[src/rtl/cpu_thermal_monitor.sv]
// Temperature persistence filter with hysteresis, a sensor watchdog that fails safe,
// and a clearable peak-temperature register. Every output is registered, with a latency of 1.
module cpu_thermal_monitor #(
   parameter int unsigned DATA_W       = 8,
   parameter int unsigned HI_THRESH    = 90,
   parameter int unsigned LO_THRESH    = 80,
   parameter int unsigned ASSERT_CNT   = 4,
   parameter int unsigned DEASSERT_CNT = 8,
   parameter int unsigned TIMEOUT      = 1000
) (
   input  logic              clk,
   input  logic              resetn,
   input  logic              temp_valid,
   input  logic [DATA_W-1:0] temp_data,
   input  logic              clear_max,
   output logic              cpu_overheated,
   output logic              sensor_fault,
   output logic [DATA_W-1:0] temp_max
);

   localparam int unsigned HW = $clog2(ASSERT_CNT + 1);
   localparam int unsigned CW = $clog2(DEASSERT_CNT + 1);
   localparam int unsigned IW = $clog2(TIMEOUT + 1);

   localparam logic [DATA_W-1:0] HI        = DATA_W'(HI_THRESH);
   localparam logic [DATA_W-1:0] LO        = DATA_W'(LO_THRESH);
   localparam logic [HW-1:0]     HOT_LAST  = HW'(ASSERT_CNT - 1);
   localparam logic [CW-1:0]     COOL_LAST = CW'(DEASSERT_CNT - 1);
   localparam logic [IW-1:0]     IDLE_LAST = IW'(TIMEOUT - 1);
   localparam logic [IW-1:0]     IDLE_SAT  = IW'(TIMEOUT);

   typedef enum logic [1:0] {COOL, HOT, FAULT} state_t;

   state_t          state;
   logic [HW-1:0]   hot_cnt;
   logic [CW-1:0]   cool_cnt;
   logic [IW-1:0]   idle_cnt;

   always_ff @(posedge clk or negedge resetn) begin
      if (!resetn) begin
         state          <= COOL;
         hot_cnt        <= '0;
         cool_cnt       <= '0;
         idle_cnt       <= '0;
         cpu_overheated <= 1'b0;
         sensor_fault   <= 1'b0;
         temp_max       <= '0;
      end else begin
         // A clear in the same cycle as a sample restarts the peak from that sample.
         if (clear_max || (temp_valid && temp_data > temp_max))
            temp_max <= temp_valid ? temp_data : '0;

         if (temp_valid) begin
            idle_cnt <= '0;
            case (state)
               COOL: begin
                  if (temp_data >= HI) begin
                     if (hot_cnt == HOT_LAST) begin
                        state          <= HOT;
                        hot_cnt        <= '0;
                        cpu_overheated <= 1'b1;
                     end else begin
                        hot_cnt <= hot_cnt + 1'b1;
                     end
                  end else begin
                     hot_cnt <= '0;
                  end
               end
               HOT: begin
                  if (temp_data <= LO) begin
                     if (cool_cnt == COOL_LAST) begin
                        state          <= COOL;
                        cool_cnt       <= '0;
                        cpu_overheated <= 1'b0;
                     end else begin
                        cool_cnt <= cool_cnt + 1'b1;
                     end
                  end else begin
                     cool_cnt <= '0;
                  end
               end
               // A recovered sensor stays fail-safe hot; its first sample does not start a cool run.
               FAULT: begin
                  state        <= HOT;
                  sensor_fault <= 1'b0;
               end
               default: begin
                  state          <= COOL;
                  cpu_overheated <= 1'b0;
                  sensor_fault   <= 1'b0;
               end
            endcase
         end else if (idle_cnt == IDLE_LAST) begin
            state          <= FAULT;
            hot_cnt        <= '0;
            cool_cnt       <= '0;
            idle_cnt       <= IDLE_SAT;
            cpu_overheated <= 1'b1;
            sensor_fault   <= 1'b1;
         end else if (idle_cnt != IDLE_SAT) begin
            idle_cnt <= idle_cnt + 1'b1;
         end
      end
   end

endmodule

[config.mk]
export PLATFORM = sky130hd
export DESIGN_NAME = cpu_thermal_monitor
export DESIGN_NICKNAME = d
export VERILOG_FILES = /design/src/rtl/cpu_thermal_monitor.sv
export SDC_FILE = /design/constraint.sdc
export NUM_CORES = 1
export LEC_CHECK = 0
export CAP_MARGIN = 10
export CORE_MARGIN = 2
export CORE_UTILIZATION = 56
export DETAILED_ROUTE_END_ITERATION = 6
export PLACE_DENSITY = 0.81
export SYNTH_ARGS = -nofsm -noshare
export SYNTH_HDL_FRONTEND = slang
export SYNTH_SLANG_ARGS = --single-unit
[constraint.sdc]
create_clock -name clk -period 5.44 [get_ports clk]
set_clock_uncertainty 0.05 [all_clocks]
set_input_delay 0.544 -clock clk [delete_from_list [all_inputs] [get_ports clk]]
set_output_delay 0.544 -clock clk [all_outputs]
set_load 0.005 [all_outputs]
==> results of run 1 <==
-- cells by family (layout without fill, tap and decap cells) --
logic type	Yosys count	in the layout	share of synthesized area, %
AND/OR/NAND/NOR	58	58	19.00
buffers and inverters	17	42	3.936
flip-flops	29	29	43.91
multiplexers	1	1	0.6056
XOR/XNOR	8	8	4.239
adder cells (fa/ha/maj)	12	12	9.084
AO/OA/AOI/OAI	43	43	19.23
-- state kept, by name, summed over array words and instances, names as in the netlist --
name and cells:
cool_cnt 4, cpu_overheated 1, hot_cnt 3, temp_max 8
state 2, sensor_fault 1, idle_cnt 10
-- worst max-delay path by stage --
stage	from	end	cells after the start
finish	temp_valid	cpu_overheated	6
CTS	temp_valid	cpu_overheated	6
global route	temp_valid	cpu_overheated	6
global placement	temp_valid	state[0]	6
detailed placement	temp_valid	cpu_overheated	6
floorplan	temp_data[5]	temp_max[0]	6
-- where the power goes --
group	switching, mW	internal, mW	leakage (nW)	total, mW
Sequential	0.0257	0.241	0.384	0.266
Combinational	0.0718	0.0763	0.418	0.148
Clock	0.0762	0.110	0.0455	0.186
Total	0.174	0.427	0.847	0.600
-- layout make-up --
class	instances	area, um^2	area share [%]
clock inverter	1	30.03	1.521
inverter	12	45.04	2.281
clock buffer	7	55.05	2.788
sequential	29	725.7	36.76
multi-input combinational	122	862.1	43.66
tap	31	38.79	1.965
timing repair buffer	22	217.7	11.03
-- synthesized netlist by cell type (2+ instances only) --
cell / number
dfrtp_1: 29
nor2_1: 15
ha_1: 12
inv_1: 12
nand2_1: 11
a21oi_1: 9
a32o_1: 8
nand2b_1: 5
nor3_1: 4
o21ai_0: 4
o21ai_1: 4
xnor2_1: 4
xor2_1: 4
nand3_1: 3
nand4_1: 3
o211ai_1: 3
a21o_1: 2
buf_1: 2
clkbuf_1: 2
nand3b_1: 2
nor2b_1: 2
o2bb2ai_1: 2
or3b_1: 2
-- routing by layer --
layer	vias to the layer above	wire length (um)	part of all wire, %
met5	-	0	0
met4	0	42	1.1
met3	4	118	3.2
met2	30	1835	49
met1	672	1723	46
li1	658	-	-
-- worst max-delay path: cells and delay by family --
kind	cells	cell delay, ps
and+or+nand+nor	1	530
AOI/OAI and AO/OA	4	610
buffers and inverters	1	1190
-- placed cells by master (no fill, tap or decap), types with 2 or more instances in the layout --
cell	n
nand2b_1	5
inv_1	12
o21ai_1	4
nor2_1	15
o2bb2ai_1	2
clkbuf_4	5
clkdlybuf4s50_1	21
xnor2_1	4
nor2b_1	2
a21o_1	2
dfrtp_1	29
a32o_1	8
o211ai_1	3
ha_1	12
a21oi_1	9
nand2_1	11
or3b_1	2
o21ai_0	4
nand4_1	3
nor3_1	4
xor2_1	4
nand3b_1	2
nand3_1	3
-- metrics by stage --
| stage | cells | setup WS, ps | hold slack (ps) | total power [mW] | instance area, um^2 |
|---|---|---|---|---|---|
| global placement | 216 | 2545 | 405.6 | 0.4041 | 1889 |
| finish | 224 | 2729 | 463.3 | 0.6003 | 1974 |
| floorplan | 168 | 3368 | 198.4 | 0.3531 | 1653 |
| CTS | 224 | 2739 | 471.6 | 0.6004 | 1974 |
| detailed placement | 216 | 2441 | 459.2 | 0.4155 | 1889 |
| global route | 224 | 2557 | 492.1 | 0.6318 | 1974 |
==> impl_metrics.py, run 1 <==
metrics = {
    "drt": {
        "vias": 1364,
        "antenna_left": 0,
        "viasPerCell": 6.089,
        "wl_per_cell_um": 16.60,
        "drt-total-wl_um": 3719,
        "first_pass_iters": 6,
        "drt_iter0_drc": 54,
        "drc_errors": 0,
    },
    "die": {
        "ios": 22,
        "initial_core_util_pct": 59.42,
        "rows": 19,
        "die_area_mm2": 0.003402,
        "core_area_mm2": 0.002781,
        "dieHeight_um": 58.33,
        "die_width_um": 58.33,
    },
    "power_and_ir_drop": {
        "p_leak_nw": 0.8472,
        "cellPowerDensity_mw_per_mm2": 304.1,
        "ir_drop_uv": 331.4,
    },
    "flow_run": {
        "cap_violations": 0,
    },
    "run_status": {
        "status": "finished, final reports clean",
    },
    "clocking": {
        "cts_buffers": 5,
        "root_buffer": "clkbuf_4",
        "cts_tree": "done",
        "cts_setup_buffers": 0,
        "insertion_delay_ps": 330,
        "cts_hold_buffers": 0,
        "cts_max_path_buffers": 2,
        "clock_sinks": 29,
        "h-tree-depth": 2,
        "path_clk_slew_ps": 100,
        "cts_resized": 0,
    },
    "synth": {
        "synth_area_leader_cell": "dfrtp_1",
        "yosysWarnings": 0,
        "synth_area_per_cell_um2": 9.838,
        "ys.flop_type": "dfrtp_1",
        "async_reset_ff_share_pct": 100.0,
        "synth_top_area_share_pct": 43.91,
        "synth_edf_count": 0,
        "synth_nets": 192,
        "synth.area.top_cells": "dfrtp_1 44%, ha_1 9.1%, a32o_1 4.8%",
        "yosysSeqAreaShare_pct": 43.91,
        "synthesis.area_mm2": 0.001653,
        "synth_seq_cells": 29,
        "synth_cells": 168,
        "synth.distinct_cells": 47,
    },
    "global_routing": {
        "overflow": 0,
        "top_usage_layer": "met2",
        "grt_usage_pct": 24.37,
        "grt_pass1_vias": 1396,
        "met3_usage_pct": 5.055,
        "grt_use_met2_pct": 39.97,
        "grt_pass1_wl_um": 6210,
        "antenna_found_initial": 0,
        "grt_max_degree": 33,
        "met1_usage_pct": 31.50,
    },
    "worst_setup_path": {
        "required_ps": 5610,
        "crit_chain": "clkdlybuf4s50_1 -> or3b_1 -> o2bb2ai_1 -> a21oi_1 -> o22ai_1 -> o311ai_0",
        "r2r-end": "temp_max[5]",
        "r2r_slack_ps": 3170,
        "r2r_start": "temp_max[5]",
        "cp_max_fo": 32,
        "reg2regPathDepth": 7,
        "crit_slowest_cell": "clkdlybuf4s50_1",
        "critical_path_class": "in2reg",
        "endpoint_kind": "flip-flop",
        "max_stage_delay_ps": 1190,
        "crit_arrival_ps": 2890,
        "critPathLaunchType": "primary input",
    },
    "timing": {
        "hold_viol_final": 0,
        "rsz0062_at_grt": "no",
        "fmax_mhz": 368.8,
        "min_period_over_period_pct": 49.84,
        "setup_viol_count_final": 0,
        "final_max_slew_viol_count": 0,
        "tns_ps": 0,
        "max_slew_margin_pct": 27.50,
        "fin_crit_ps": 2711,
        "worst_pin_slew_ps": 1084,
    },
    "hold_path": {
        "hp-start": "cool_cnt[3]",
        "whs_path_depth": 1,
        "hp-class": "reg2reg",
        "hold_path_end": "cool_cnt[3]",
    },
    "place": {
        "gp_congestion": 0.8685,
        "port_buffers": 21,
        "dp_hpwl_um": 2752,
    },
    "cells_and_area": {
        "nFillCells": 225,
        "layout.nets": 216,
        "area_delta_synth_final_pct": 19.45,
        "final_util_pct": 70.99,
        "n_antenna_cell": 0,
        "drive_above_1_share_pct": 6.736,
    },
}
Power figures use the tool's default switching activity.
==> inputs of run 2 (changes only) <==
- CORE_UTILIZATION: 56 -> 54
- PLACE_DENSITY: 0.81 -> 0.79
- clock period: 5.44 -> 2.5 ns (I/O delays scaled with it)
==> impl_metrics.py, run 2 (synthesis results as in run 1) <==
metrics = {
    "clocking": {
        "cts_resized": 0,
        "cts_setup_buffers": 0,
        "h-tree-depth": 2,
        "root_buffer": "clkbuf_4",
        "path_clk_slew_ps": 90,
        "cts_buffers": 5,
        "cts_hold_buffers": 0,
        "clock_sinks": 29,
        "cts_tree": "done",
        "insertion_delay_ps": 330,
        "cts_max_path_buffers": 2,
    },
    "timing": {
        "fin_crit_ps": 2083,
        "rsz0062_at_grt": "no",
        "final_max_slew_viol_count": 0,
        "hold_viol_final": 0,
        "setup_viol_count_final": 0,
        "fmax_mhz": 480.1,
        "worst_pin_slew_ps": 619.3,
        "tns_ps": 0,
        "min_period_over_period_pct": 83.32,
        "whs_ps": 244.9,
        "max_slew_margin_pct": 58.40,
    },
    "worst_setup_path": {
        "cp_max_fo": 8,
        "critical_path_class": "reg2reg",
        "worstSetupStartpoint": "temp_max[5]",
        "cp_num_buf_inv": 1,
        "r2r_start": "temp_max[5]",
        "endpoint_kind": "flip-flop",
        "reg2regPathDepth": 7,
        "crit_arrival_ps": 2250,
        "crit_slowest_cell": "dfrtp_1",
        "crit_end": "temp_max[6]",
        "required_ps": 2670,
        "max_stage_delay_ps": 400,
        "r2r-end": "temp_max[6]",
        "critical_path_depth": 7,
        "crit_chain": "inv_1 -> ha_1 -> a211oi_1 -> nor2_1 -> o31a_1 -> a21o_1 -> a32o_1",
        "crit_family": "compound AO/OA/AOI/OAI gates",
        "critPathLaunchType": "flip-flop",
        "r2r_slack_ps": 420,
    },
    "global_routing": {
        "grt_usage_pct": 24.67,
        "antenna_found_initial": 0,
        "overflow": 0,
        "grt_pass1_vias": 1369,
        "grt_pass1_wl_um": 6306,
        "grt_max_degree": 32,
    },
    "power_and_ir_drop": {
        "p_leak_nw": 0.8617,
        "ir_drop_uv": 456.4,
        "cellPowerDensity_mw_per_mm2": 649.0,
    },
    "die": {
        "rows": 20,
        "die_area_mm2": 0.003519,
        "die_width_um": 59.33,
        "dieHeight_um": 59.33,
        "ios": 22,
        "core_area_mm2": 0.002978,
        "initial_core_util_pct": 55.50,
    },
    "cells_and_area": {
        "final_cell_mix": "29 x dfrtp_1, 21 x clkdlybuf4s50_1, 15 x nor2_1",
        "area_delta_synth_final_pct": 20.97,
        "nFillCells": 242,
        "finalNonFillerCells": 229,
        "n_antenna_cell": 0,
        "layout.nets": 219,
        "top_register": "idle_cnt",
        "final_common_cell": "dfrtp_1",
        "design_area_mm2": 0.001999,
        "drive_above_1_share_pct": 8.163,
        "largest_reg_flops": 10,
        "largestRegisters": "idle_cnt: 10 flops, temp_max: 8 flops, cool_cnt: 4 flops",
        "final_util_pct": 67.14,
    },
    "run_status": {
        "status": "finished, final reports clean",
    },
    "drt": {
        "viasPerCell": 5.934,
        "antenna_left": 0,
        "drt-total-wl_um": 3626,
        "drt_iter0_drc": 51,
        "first_pass_iters": 4,
        "drc_errors": 0,
        "wl_per_cell_um": 15.83,
        "vias": 1359,
    },
    "place": {
        "port_buffers": 21,
        "place_area_mm2": 0.001914,
        "dpl.cell_count": 221,
        "dp_hpwl_um": 2673,
        "gp_congestion": 0.8553,
    },
    "hold_path": {
        "hp-class": "in2async",
    },
    "flow_run": {
        "cap_violations": 0,
    },
}
==> run 2: cell types whose count changed in the layout (fill, tap and decap cells not counted) <==
cell / before / now
buf_4: 1 / 4
==> run 2: layout make-up <==
class                   instances  area (um^2)  share of cell area, %
clock buffers                   7        55.05                  2.753
clock inverters                 1        30.03                  1.502
inverters                      12        45.04                  2.253
multi-input cells             122        862.1                  43.12
flip-flops and latches         29        725.7                  36.30
well taps                      33        41.29                  2.065
repair buffers                 25        240.2                  12.01
==> run 2: worst min path at each step <==
stage                      from           to  depth (start not counted)
global placement    cool_cnt[3]  cool_cnt[3]                          1
finish                   resetn   hot_cnt[0]                          2
global route             resetn  idle_cnt[4]                          2
floorplan                resetn  cool_cnt[0]                          0
CTS                      resetn  temp_max[0]                          2
detailed placement  cool_cnt[3]  cool_cnt[3]                          1
==> run 2: metal layers <==
metal | vias up | wire, um | track usage, %
met5 | - | 0 | 0
met4 | 0 | 91 | 11.04
met3 | 8 | 106 | 7.642
met2 | 16 | 1855 | 39.09
met1 | 667 | 1573 | 30.83
li1 | 668 | - | -
==> run 2: where the power goes <==
part	leakage (nW)	total, mW	switching, mW	internal, mW
Combinational	0.433	0.322	0.151	0.170
Sequential	0.384	0.576	0.0524	0.524
Clock	0.0455	0.400	0.161	0.239
==> run 2: through the flow <==
stage          setup WS, ps  power, mW
2_1_floorplan         581.8     0.7683
3_3_place_gp          182.5     0.8837
3_5_place_dp          114.0     0.9078
4_1_cts               421.1      1.319
5_1_grt               316.0      1.384
6_report              417.0      1.298
==> inputs of run 3 (changes only) <==
- CORE_UTILIZATION: 54 -> 49
- PLACE_DENSITY: 0.79 -> 0.75
- clock period: 2.5 -> 1.8 ns (I/O delays scaled with it)
==> impl_metrics.py, run 3 (synthesis results as in run 1) <==
metrics = {
    "drt": {
        "drc_errors": 0,
        "wl_per_cell_um": 15.63,
        "vias": 1517,
        "drt_iter0_drc": 84,
        "wl_met1_um": 1708,
        "drt-total-wl_um": 4237,
        "first_pass_iters": 4,
        "wl_met2_um": 2267,
        "wl_met3_um": 181,
        "top_layer_used": "met4",
        "antenna_left": 0,
        "viasPerCell": 5.598,
    },
    "cells_and_area": {
        "largest_reg_flops": 10,
        "design_area_mm2": 0.002342,
        "n_antenna_cell": 0,
        "top_register": "idle_cnt",
        "largestRegisters": "idle_cnt: 10 flops, temp_max: 8 flops, cool_cnt: 4 flops",
        "final_util_pct": 71.31,
        "final_cell_mix": "33 x buf_4, 29 x dfrtp_1, 21 x clkdlybuf4s50_1",
        "final_common_cell": "buf_4",
        "area_delta_synth_final_pct": 41.71,
        "layout.nets": 248,
        "drive_above_1_share_pct": 25.78,
    },
    "clocking": {
        "h-tree-depth": 2,
        "cts_hold_buffers": 0,
        "root_buffer": "clkbuf_4",
        "clock_sinks": 29,
        "cts_tree": "done",
        "insertion_delay_ps": 340,
        "path_clk_slew_ps": 110,
        "cts_buffers": 5,
        "cts_max_path_buffers": 2,
    },
    "die": {
        "initial_core_util_pct": 50.32,
        "core_area_mm2": 0.003284,
        "die_width_um": 62.08,
        "die_area_mm2": 0.003854,
        "ios": 22,
        "rows": 21,
        "dieHeight_um": 62.08,
    },
    "hold_path": {
        "hp-class": "in2async",
    },
    "power_and_ir_drop": {
        "ir_drop_uv": 493.2,
        "comb_power_share_pct": 29.7,
        "p_int_mw": 1.503,
        "seqPwrFrac_pct": 37.9,
        "clockPowerShare_pct": 32.4,
        "p_leak_nw": 1.022,
        "switchingPower_mw": 0.5897,
        "cellPowerDensity_mw_per_mm2": 893.5,
        "swShare_pct": 28.18,
    },
    "global_routing": {
        "overflow": 0,
        "grt_usage_pct": 25.78,
        "grt_pass1_wl_um": 7031,
        "antenna_found_initial": 0,
        "grt_pass1_vias": 1558,
        "grt_max_degree": 30,
    },
    "timing": {
        "min_period_over_period_pct": 108.8,
        "tns_ps": -1040,
        "worst_pin_slew_ps": 388.9,
        "rsz0062_at_grt": "yes",
        "final_max_slew_viol_count": 0,
        "fmax_mhz": 510.6,
        "setup_viol_count_final": 8,
        "timing.final.ws_setup_ps": -158.3,
        "hold_viol_final": 0,
        "max_slew_margin_pct": 73.96,
        "fin_crit_ps": 1958,
    },
    "worst_setup_path": {
        "cp_num_buf_inv": 1,
        "cp_max_fo": 8,
        "crit_arrival_ps": 2130,
        "required_ps": 1980,
        "crit_family": "compound AO/OA/AOI/OAI gates",
        "endpoint_kind": "flip-flop",
        "critical_path_class": "reg2reg",
        "critPathLaunchType": "flip-flop",
        "max_stage_delay_ps": 420,
        "crit_chain": "inv_2 -> ha_4 -> a211oi_2 -> nor2_1 -> o31a_1 -> a21o_4 -> a32o_1",
        "crit_slowest_cell": "dfrtp_1",
    },
    "place": {
        "dp_hpwl_um": 3071,
        "port_buffers": 21,
        "pre_cts_slack_ps": -437.6,
        "gp_congestion": 0.8527,
        "place_area_mm2": 0.002150,
    },
    "run_status": {
        "violations": "setup timing",
        "status": "complete, but fails checks",
    },
    "flow_run": {
        "cap_violations": 0,
    },
}
## run 3: metrics by stage
stage | instances | power (mW) | hold WS, ps
after floorplan | 168 | 1.080 | -165.6
after global placement | 260 | 1.321 | 405.6
after detailed placement | 260 | 1.360 | 434.4
after CTS | 270 | 2.068 | 177.6
after global routing | 271 | 2.213 | 189.4
final | 271 | 2.093 | 172.2
## run 3: area by class of cell
class / count / area [um^2]
multi-input cells: 122 / 953.4
repair buffers: 54 / 457.9
fillers: 263 / 942.2
well taps: 46 / 57.56
clock buffers: 5 / 37.54
clock inverters: 3 / 65.06
flip-flops and latches: 29 / 725.7
inverters: 12 / 45.04
## run 3: worst paths after layout
check / from / end / cells after the start / slack (ps)
max: temp_max[5] / temp_max[7] / 7 / -160
min: resetn / idle_cnt[1] / 2 / 170
min in group clk: cool_cnt[0] / cool_cnt[0] / 1 / 470
max reg2reg: temp_max[5] / temp_max[7] / 7 / -160
max in group asynchronous: resetn / temp_max[2] / 2 / 1240
min reg2reg: cool_cnt[0] / cool_cnt[0] / 1 / 470
## run 3: routing by layer
layer | global-route usage, % | up-vias
li1 | - | 727
met4 | 8.511 | 0
met1 | 28.07 | 732
met2 | 47.47 | 48
met5 | 0 | -
met3 | 7.453 | 10
## run 3: power groups by stage
| stage | clock network, mW | registers (mW) | logic (mW) |
|---|---|---|---|
| 2_1_floorplan | 0 | 0.797 | 0.284 |
| 3_3_place_gp | 0 | 0.796 | 0.525 |
| 3_5_place_dp | 0 | 0.798 | 0.561 |
| 4_1_cts | 0.688 | 0.791 | 0.589 |
| 5_1_grt | 0.721 | 0.806 | 0.686 |
| 6_report | 0.677 | 0.794 | 0.622 |
## run 3: repair_timing
action	4_1_cts	5_1_grt
pin swaps	6	1
resized for setup	8	6
setup endpoints to repair	9	13
setup buffers	2	1
cloned	0	0
